<file path="src/rtl/spike_class_decoder.sv">
// Counts rising edges per output neuron over a fixed window, then serially scans the counts
// to report the winning neuron index, its count, and tie / no-spike flags.
module spike_class_decoder #(
  parameter int unsigned NEURON_OUT = 6,
  parameter int unsigned CNT_W      = 12,
  parameter int unsigned WIN_CYCLES = 40000,
  parameter int unsigned CLS_W      = 3
) (
  input  logic                  CLK,
  input  logic                  RST,
  input  logic [NEURON_OUT-1:0] Spikes_in,
  input  logic                  START,
  input  logic                  ACK,
  output logic [CLS_W-1:0]      CLASS,
  output logic                  VALID,
  output logic                  TIE,
  output logic                  NO_SPIKE,
  output logic [CNT_W-1:0]      WIN_CNT,
  output logic                  BUSY
);

  localparam int unsigned TMR_W = (WIN_CYCLES > 1) ? $clog2(WIN_CYCLES) : 1;
  localparam int unsigned IDX_W = $clog2(NEURON_OUT + 1);

  typedef enum logic [1:0] {StIdle, StCount, StDecide, StDone} state_e;

  state_e                  state_q, state_d;
  logic [TMR_W-1:0]        timer_q, timer_d;
  logic [NEURON_OUT-1:0]   prev_q, prev_d;
  logic [CNT_W-1:0]        cnt_q [NEURON_OUT];
  logic [CNT_W-1:0]        cnt_d [NEURON_OUT];
  logic [IDX_W-1:0]        scan_q, scan_d;
  logic [CLS_W-1:0]        best_idx_q, best_idx_d;
  logic [CNT_W-1:0]        best_cnt_q, best_cnt_d;
  logic                    tie_q, tie_d;
  logic [CLS_W-1:0]        class_q, class_d;
  logic                    valid_q, valid_d;
  logic                    tie_out_q, tie_out_d;
  logic                    no_spike_q, no_spike_d;
  logic [CNT_W-1:0]        win_cnt_q, win_cnt_d;
  logic [CNT_W-1:0]        cur_cnt;
  logic                    start_win;

  always_comb begin
    state_d    = state_q;
    timer_d    = timer_q;
    prev_d     = prev_q;
    cnt_d      = cnt_q;
    scan_d     = scan_q;
    best_idx_d = best_idx_q;
    best_cnt_d = best_cnt_q;
    tie_d      = tie_q;
    class_d    = class_q;
    valid_d    = valid_q;
    tie_out_d  = tie_out_q;
    no_spike_d = no_spike_q;
    win_cnt_d  = win_cnt_q;
    cur_cnt    = '0;
    for (int i = 0; i < NEURON_OUT; i++) begin
      if (scan_q == IDX_W'(i)) cur_cnt = cnt_q[i];
    end
    // START is honoured everywhere except while the scan is in progress
    start_win = START && (state_q != StDecide);

    unique case (state_q)
      StIdle: ;
      StCount: begin
        for (int i = 0; i < NEURON_OUT; i++) begin
          if (Spikes_in[i] && !prev_q[i] && (cnt_q[i] != '1)) cnt_d[i] = cnt_q[i] + CNT_W'(1);
        end
        prev_d = Spikes_in;
        if (timer_q == '0) begin
          state_d    = StDecide;
          scan_d     = '0;
          best_idx_d = '0;
          best_cnt_d = '0;
          tie_d      = 1'b0;
        end else begin
          timer_d = timer_q - TMR_W'(1);
        end
      end
      StDecide: begin
        if (scan_q == IDX_W'(NEURON_OUT)) begin
          state_d    = StDone;
          valid_d    = 1'b1;
          win_cnt_d  = best_cnt_q;
          no_spike_d = (best_cnt_q == '0);
          class_d    = (best_cnt_q == '0) ? '1 : best_idx_q;
          tie_out_d  = tie_q && (best_cnt_q != '0);
        end else begin
          if (cur_cnt > best_cnt_q) begin
            best_cnt_d = cur_cnt;
            best_idx_d = CLS_W'(scan_q);
            tie_d      = 1'b0;
          end else if ((cur_cnt == best_cnt_q) && (cur_cnt != '0)) begin
            tie_d = 1'b1;
          end
          scan_d = scan_q + IDX_W'(1);
        end
      end
      StDone: begin
        if (ACK) begin
          valid_d = 1'b0;
          state_d = StIdle;
        end
      end
      default: state_d = StIdle;
    endcase

    if (start_win) begin
      state_d = StCount;
      timer_d = TMR_W'(WIN_CYCLES - 1);
      prev_d  = '0;
      valid_d = 1'b0;
      for (int i = 0; i < NEURON_OUT; i++) cnt_d[i] = '0;
    end
  end

  always_ff @(posedge CLK or posedge RST) begin
    if (RST) begin
      state_q    <= StIdle;
      timer_q    <= '0;
      prev_q     <= '0;
      cnt_q      <= '{default: '0};
      scan_q     <= '0;
      best_idx_q <= '0;
      best_cnt_q <= '0;
      tie_q      <= 1'b0;
      class_q    <= '0;
      valid_q    <= 1'b0;
      tie_out_q  <= 1'b0;
      no_spike_q <= 1'b0;
      win_cnt_q  <= '0;
    end else begin
      state_q    <= state_d;
      timer_q    <= timer_d;
      prev_q     <= prev_d;
      cnt_q      <= cnt_d;
      scan_q     <= scan_d;
      best_idx_q <= best_idx_d;
      best_cnt_q <= best_cnt_d;
      tie_q      <= tie_d;
      class_q    <= class_d;
      valid_q    <= valid_d;
      tie_out_q  <= tie_out_d;
      no_spike_q <= no_spike_d;
      win_cnt_q  <= win_cnt_d;
    end
  end

  assign CLASS    = class_q;
  assign VALID    = valid_q;
  assign TIE      = tie_out_q;
  assign NO_SPIKE = no_spike_q;
  assign WIN_CNT  = win_cnt_q;
  assign BUSY     = (state_q == StCount) || (state_q == StDecide);

endmodule

</file>
<file path="config.mk">
export PLATFORM = sky130hd
export DESIGN_NAME = spike_class_decoder
export DESIGN_NICKNAME = d
export VERILOG_FILES = /design/src/rtl/spike_class_decoder.sv
export SDC_FILE = /design/constraint.sdc
export NUM_CORES = 1
export LEC_CHECK = 0
export BUFFER_PORTS_ARGS = -buffer_cell sky130_fd_sc_hd__buf_4
export CAP_MARGIN = 25
export CORE_UTILIZATION = 45
export CTS_BUF_LIST = sky130_fd_sc_hd__clkbuf_8
export DETAILED_ROUTE_END_ITERATION = 7
export HOLD_SLACK_MARGIN = 0.02
export SYNTH_ARGS = -nofsm -noshare
export SYNTH_HDL_FRONTEND = slang
export SYNTH_SLANG_ARGS = --single-unit
</file>
<file path="constraint.sdc">
create_clock -name CLK -period 13.55 [get_ports CLK]
set_input_delay 2.71 -clock CLK [delete_from_list [all_inputs] [get_ports CLK]]
set_output_delay 2.71 -clock CLK [all_outputs]
set_load 0.03 [all_outputs]
</file>
[Word-level counts from Yosys, hierarchy flattened]
Index checks and enable logic that the tools add are counted.
Cells by class
  add/subtract/negate cells: 8
  reduce and logical (&&, ||, !) cells: 50
  magnitude comparators: 1
  eq/ne operators: 25
  multiplexer cells: 44
Operators by type and width (count)
  2-to-1 mux 12 bit: 15
  2-to-1 mux 72 bit: 2
  adder 12 x 1 -> 12 bit (second input constant): 6
  != test 12 bit (second input constant): 6
  2-to-1 mux 16 bit: 3
  case mux 12 bit (2 select lines): 1
  nonzero test 12 bit: 2
  logical NOT 16 bit: 1
  AND reduction 2 bit: 8
  nonzero test 2 bit: 8
  subtractor 16 x 1 -> 16 bit (second input constant): 1
  logical AND 1 bit: 15
  2-to-1 mux 3 bit: 5
  equality test 12 bit: 1
  > comparator 12 bit: 1
  logical NOT 12 bit: 1
  2-to-1 mux 6 bit: 2
  != test 3 bit (second input constant): 4
  case mux 3 bit (2 select lines): 2
  AND reduction 4 bit: 3
  != test 2 bit (second input constant): 5
  equality test 3 bit (second input constant): 3
  2-to-1 mux 2 bit: 4
  2-to-1 mux 1 bit: 7
  13 further kinds: 22
Word-level totals
  word-level logic and storage cells: 146
  bits of input ports: 10
  output and inout port bits: 19
  flip-flop bits (word level): 133

[Longest topological paths before layout]
  depth after elaboration: 13
  depth in mapped cells: 20
  gate-level depth less buffers: 14

[Worst setup path after synthesis]
OpenSTA, ideal clock, no wires.
  path type: input port to flip-flop
  start point: input Spikes_in[2]
  end point: register cnt_q[44] (netlist bit)
  data arrival time: 3785 ps
  data required time: 13418 ps
  stages: 5
  buffers on the path: 0
  slack: 9634 ps
  setup time: 132 ps
  path through: nand3b_1 > a2111oi_0 > and3_1 > xnor2_1 > nor2_1
On the way
  word-level cells in the longest chain between the ends: 4
RTL lines
  start, declared: RTL line 11  | input logic [NEURON_OUT-1:0] Spikes_in,
  logical AND 1 bit (2 in series): RTL line 69  | if (Spikes_in[i] && !prev_q[i] && (cnt_q[i] != '1)) cnt_d[i] = cnt_q[i] + CNT_W'(1);
  nonzero test 2 bit (no source line)
  AND reduction 2 bit (no source line)
  end signal, assigned: RTL line 138  | cnt_q <= cnt_d;
  end, declared: RTL line 30  | logic [CNT_W-1:0] cnt_q [NEURON_OUT];
No other way between the ends.
A chain may end at the register's enable or synchronous reset.

[Worst setup path after layout]
  start point: register scan_q[0]
  end point: register best_cnt_q[10]
On the way
  word-level cells in the longest chain between the ends: 10
RTL lines
  start, declared: RTL line 32  | logic [IDX_W-1:0] scan_q, scan_d;
  start signal, assigned: RTL line 139  | scan_q <= scan_d;
  logical NOT 3 bit: RTL line 60  | if (scan_q == IDX_W'(i)) cur_cnt = cnt_q[i];
  2-to-1 mux 12 bit (6 in series): RTL line 60
  > comparator 12 bit / 2-to-1 mux 12 bit (equally long branches): RTL line 91  | if (cur_cnt > best_cnt_q) begin
  != test 2 bit (no source line) / 2-to-1 mux 12 bit (equally long branches)
  AND reduction 4 bit (no source line) / case mux 12 bit (2 select lines) (equally long branches)
  end signal, assigned: RTL line 141  | best_cnt_q <= best_cnt_d;
  end, declared: RTL line 34  | logic [CNT_W-1:0] best_cnt_q, best_cnt_d;
Several ways; a longest one is shown, not always the timed one. The select of a mux whose other input is x is not followed.

==> out/results.tsv <==
stage	metric	value	unit
worst_setup_path	critical_path.slowest_cell	ha_1	
power_and_ir_drop	p_clk_share	24.8	%
outcome	run_status	complete, no violations	
power_and_ir_drop	p_int	0.0008769	W
die	die_h	131.4	µm
drt	via_count	5966	
sta	report.final.slew_viol_count	0	
sta	timing.final.crit_share	33.42	%
synth	cell_count_after_synthesis	814	
power_and_ir_drop	power_leakage	3.608	nW
worst_setup_path	slowest_delay	0.65	ns
power_and_ir_drop	sequentialPowerShare	32.7	%
grt	global_route.usage.total	21.53	%
clock_network	clockRootBuffer	clkbuf_8	
drt	via_per_inst	5.628	
die	number_of_standard_cell_rows_in_the_floorplan	46	
min_path	min-delay-path-class	reg -> reg	
power_and_ir_drop	power_density	175.9	nW/µm²
power_and_ir_drop	totalPowerFinal	0.001468	W
synth	synth.area.top_cells	dfrtp_1 (44%), xnor2_1 (5.2%), nor2_1 (4.8%), ha_1 (4.5%), nand2_1 (4.1%)	
sta	final.setup_skew	0.01033	ns
worst_setup_path	path_max_fanout	23	
clock_network	cts_repair_resize_count	0	
grt	grt_first_pass_wirelength	29170	µm
sta	setup_total_negative_slack	0	ns
grt	maximum_number_of_pins_on_one_net_before_global_route_repair	85	
die	number_of_primary_i_o_pins	29	
synth	syn_area	7536	µm²
die	die_area	17270	µm²
drt	drt-total-wl	17620	µm
synth	synth.distinct_cells	63	
synth	synth_async_sr_flop_share	100.0	%
drt	wl_per_cell	16.62	µm
min_path	timing.hold.worst.start	WIN_CNT[4]	
sta	finalCriticalPeriod	4.528	ns
worst_setup_path	rr_startpoint	scan_q[0]	
sta	timing.max_slew.rel_slack	37.11	%
drt	first_pass_iters	6	
layout	num-nets-final	868	
layout	n_antenna_cell	0	
synth	ys_warn_count	0	
worst_setup_path	worst-endpoint-required	13.85	ns
place	place.gp.congestion	0.9576	
grt	grt_antenna_before_repair	0	
layout	flow.area_growth_from_synthesis	10.74	%
sta	finalHoldViolCount	0	
clock_network	clock_tree_from_tritoncts	built	
worst_setup_path	rrSetupSlack	9.02	ns
layout	layout.cells.most_common	dfrtp_1	
sta	max_slew.worst_pin.slew	0.9408	ns
clock_network	ctsHtreeMaxLevel	4	
grt	gr-total-overflow	0	
worst_setup_path	cp-end-kind	flip-flop	
power_and_ir_drop	swShare	40.28	%
min_path	worstHoldPathCells	2	
worst_setup_path	arrival_time_worst_endpoint	4.83	ns
synth	synthesis.nets	851	
drt	final_antenna_net_count	0	
synth	synth_area_per_cell	9.258	µm²
worst_setup_path	setup.worst_path.start	scan_q[0]	
drt	detail_route.iter0.violations	454	
layout	filler_cell_count	1495	
worst_setup_path	timing.critical_path.cells	inv_1, ha_1, o21ai_1, a222oi_1, a31oi_1, inv_1, ha_1, and3_1, a221o_1, a221oi_1, a21o_1, or2_1, o22ai_1	
clock_network	cts.reportedPaths.clkPinSlew	0.08	ns
die	coreArea	16120	µm²
clock_network	cts.path.max_buffers	2	
place	buffer_ports.inserted	28	
die	dieWidth	131.4	µm
clock_network	worst_skew_pair_later_pin_latency	0.46	ns
drt	post-route-drc-count	0	
synth	yosysTopAreaCell	dfrtp_1	
grt	first_global_vias	5697	
power_and_ir_drop	comb_power_share	42.5	%
place	detailed_place_hpwl	12570	µm
synth	area_share_of_the_leading_cell_type_in_the_synthesized_netlist	44.16	%
sta	setup_viol	0	
die	floorplan.initialDensity	46.76	%
power_and_ir_drop	vdd.ir_drop.worst	107.3	µV
job	maxCapViolCount	0	
synth	synth_seq_area_share	44.16	%
sta	max_freq	0.2209	GHz
synth	synth-main-ff-cell	dfrtp_1	
clock_network	numCtsBuffers	17	
worst_setup_path	rr_worst_depth	13	
layout	final_layout_size_suffix_gt1_share	11.14	%
synth	synth-edff-count	0	
layout	most_used_cells_in_the_layout_excluding_fill_and_tap_cells	dfrtp_1 (133), nor2_1 (97), nand2_1 (83)	
worst_setup_path	path_class	reg -> reg	
sta	grt_setup_unrepaired	no	
synth	ys_ff_latch	133	
power_and_ir_drop	net-switching-power	0.0005914	W
clock_network	cts_hold_buf	0	
clock_network	clock_sink_count	133	
clock_network	post-cts-setup-buffer-count	0	
worst_setup_path	setup.worst_path.start_class	flip-flop	
## synth_stat cells (all sizes together) (2+ instances only)
cell type / n
o211a: 3
a221oi: 9
a21oi: 22
nor4: 13
and3: 29
nor3: 16
xor2: 29
a32oi: 5
o211ai: 3
and4: 4
xnor2: 45
ha: 27
o21a: 2
clkbuf: 20
a21boi: 3
a31oi: 8
nand2: 86
o21ai: 42
a21o: 5
buf: 16
or3: 4
or2: 4
inv: 47
nand3: 34
and2: 7
nor2: 97
dfrtp: 133
a2111oi: 5
a222oi: 2
nand2b: 8
o22ai: 16
a221o: 4
mux2i: 9
nand3b: 10
nand4: 19
nor2b: 15
a211oi: 4
nor3b: 2
## stage by stage
step	setup WS (ns)	hold WS [ns]	util (%)	cells	instance area [µm²]
global placement	9.142	0.4649	48.92	1027	7884
detailed placement	9.030	0.4716	48.92	1027	7884
CTS	9.000	0.4897	51.61	1059	8318
finish	9.022	0.4829	51.79	1060	8346
floorplan	7.286	0.4769	-	814	7536
global route	8.626	0.5171	51.79	1060	8346
## metal layers
layer / wire length, µm / track usage [%] / vias to the layer above
li1: - / - / 2866
met1: 8431 / 29.83 / 2901
met2: 7957 / 32.45 / 162
met3: 828 / 4.630 / 37
met4: 397 / 9.109 / 0
met5: 0 / 0 / -
## state kept, by name (all words and copies together), names as in the netlist
name        count
NO_SPIKE        1
best_cnt_q     12
WIN_CNT        12
CLASS           3
scan_q          3
prev_q          6
cnt_q          72
TIE             1
tie_q           1
VALID           1
best_idx_q      3
state_q         2
timer_q        16
## worst max-delay path, delay by kind of cell (launching register included)
family                     cells  cell delay [ns]
adders and majority gates      2             0.89
buffers and inverters          2             0.21
and+or+nand+nor                2             0.80
DFF                            1             0.43
AOI/OAI and AO/OA              7             2.04
## kinds of logic after synthesis
logic type	Yosys count	synth area share (%)
fa+ha+maj	27	4.483
mux	10	1.345
compound gates	136	13.15
simple gates	351	23.53
flops	133	44.16
buf+inv	83	4.732
xor+xnor	74	8.600
## worst paths after layout
path,endpoint
max in group asynchronous,cnt_q[16]
hold reg to reg,WIN_CNT[4]
setup / recovery,best_cnt_q[10]
hold / removal,WIN_CNT[4]
min in group asynchronous,WIN_CNT[8]
setup reg to reg,best_cnt_q[10]
## area by class of cell
type,instances,area (µm²),area share [%]
multi-input cells,598,3859,46.24
flip-flops and latches,133,3328,39.88
well taps,216,270.3,3.238
clock buffers,18,247.7,2.969
repair buffers,34,275.3,3.298
inverters,47,178.9,2.144
clock inverters,14,186.4,2.234
## power groups by stage
stage	clock network [W]	registers, W	logic [W]
after floorplan	0	0.000476	0.000501
after global placement	0	0.000485	0.000602
after detailed placement	0	0.000487	0.000617
after CTS	0.000376	0.000480	0.000620
after global routing	0.000391	0.000487	0.000694
final	0.000364	0.000480	0.000624
No activity file was read; power rests on OpenSTA's default activity.
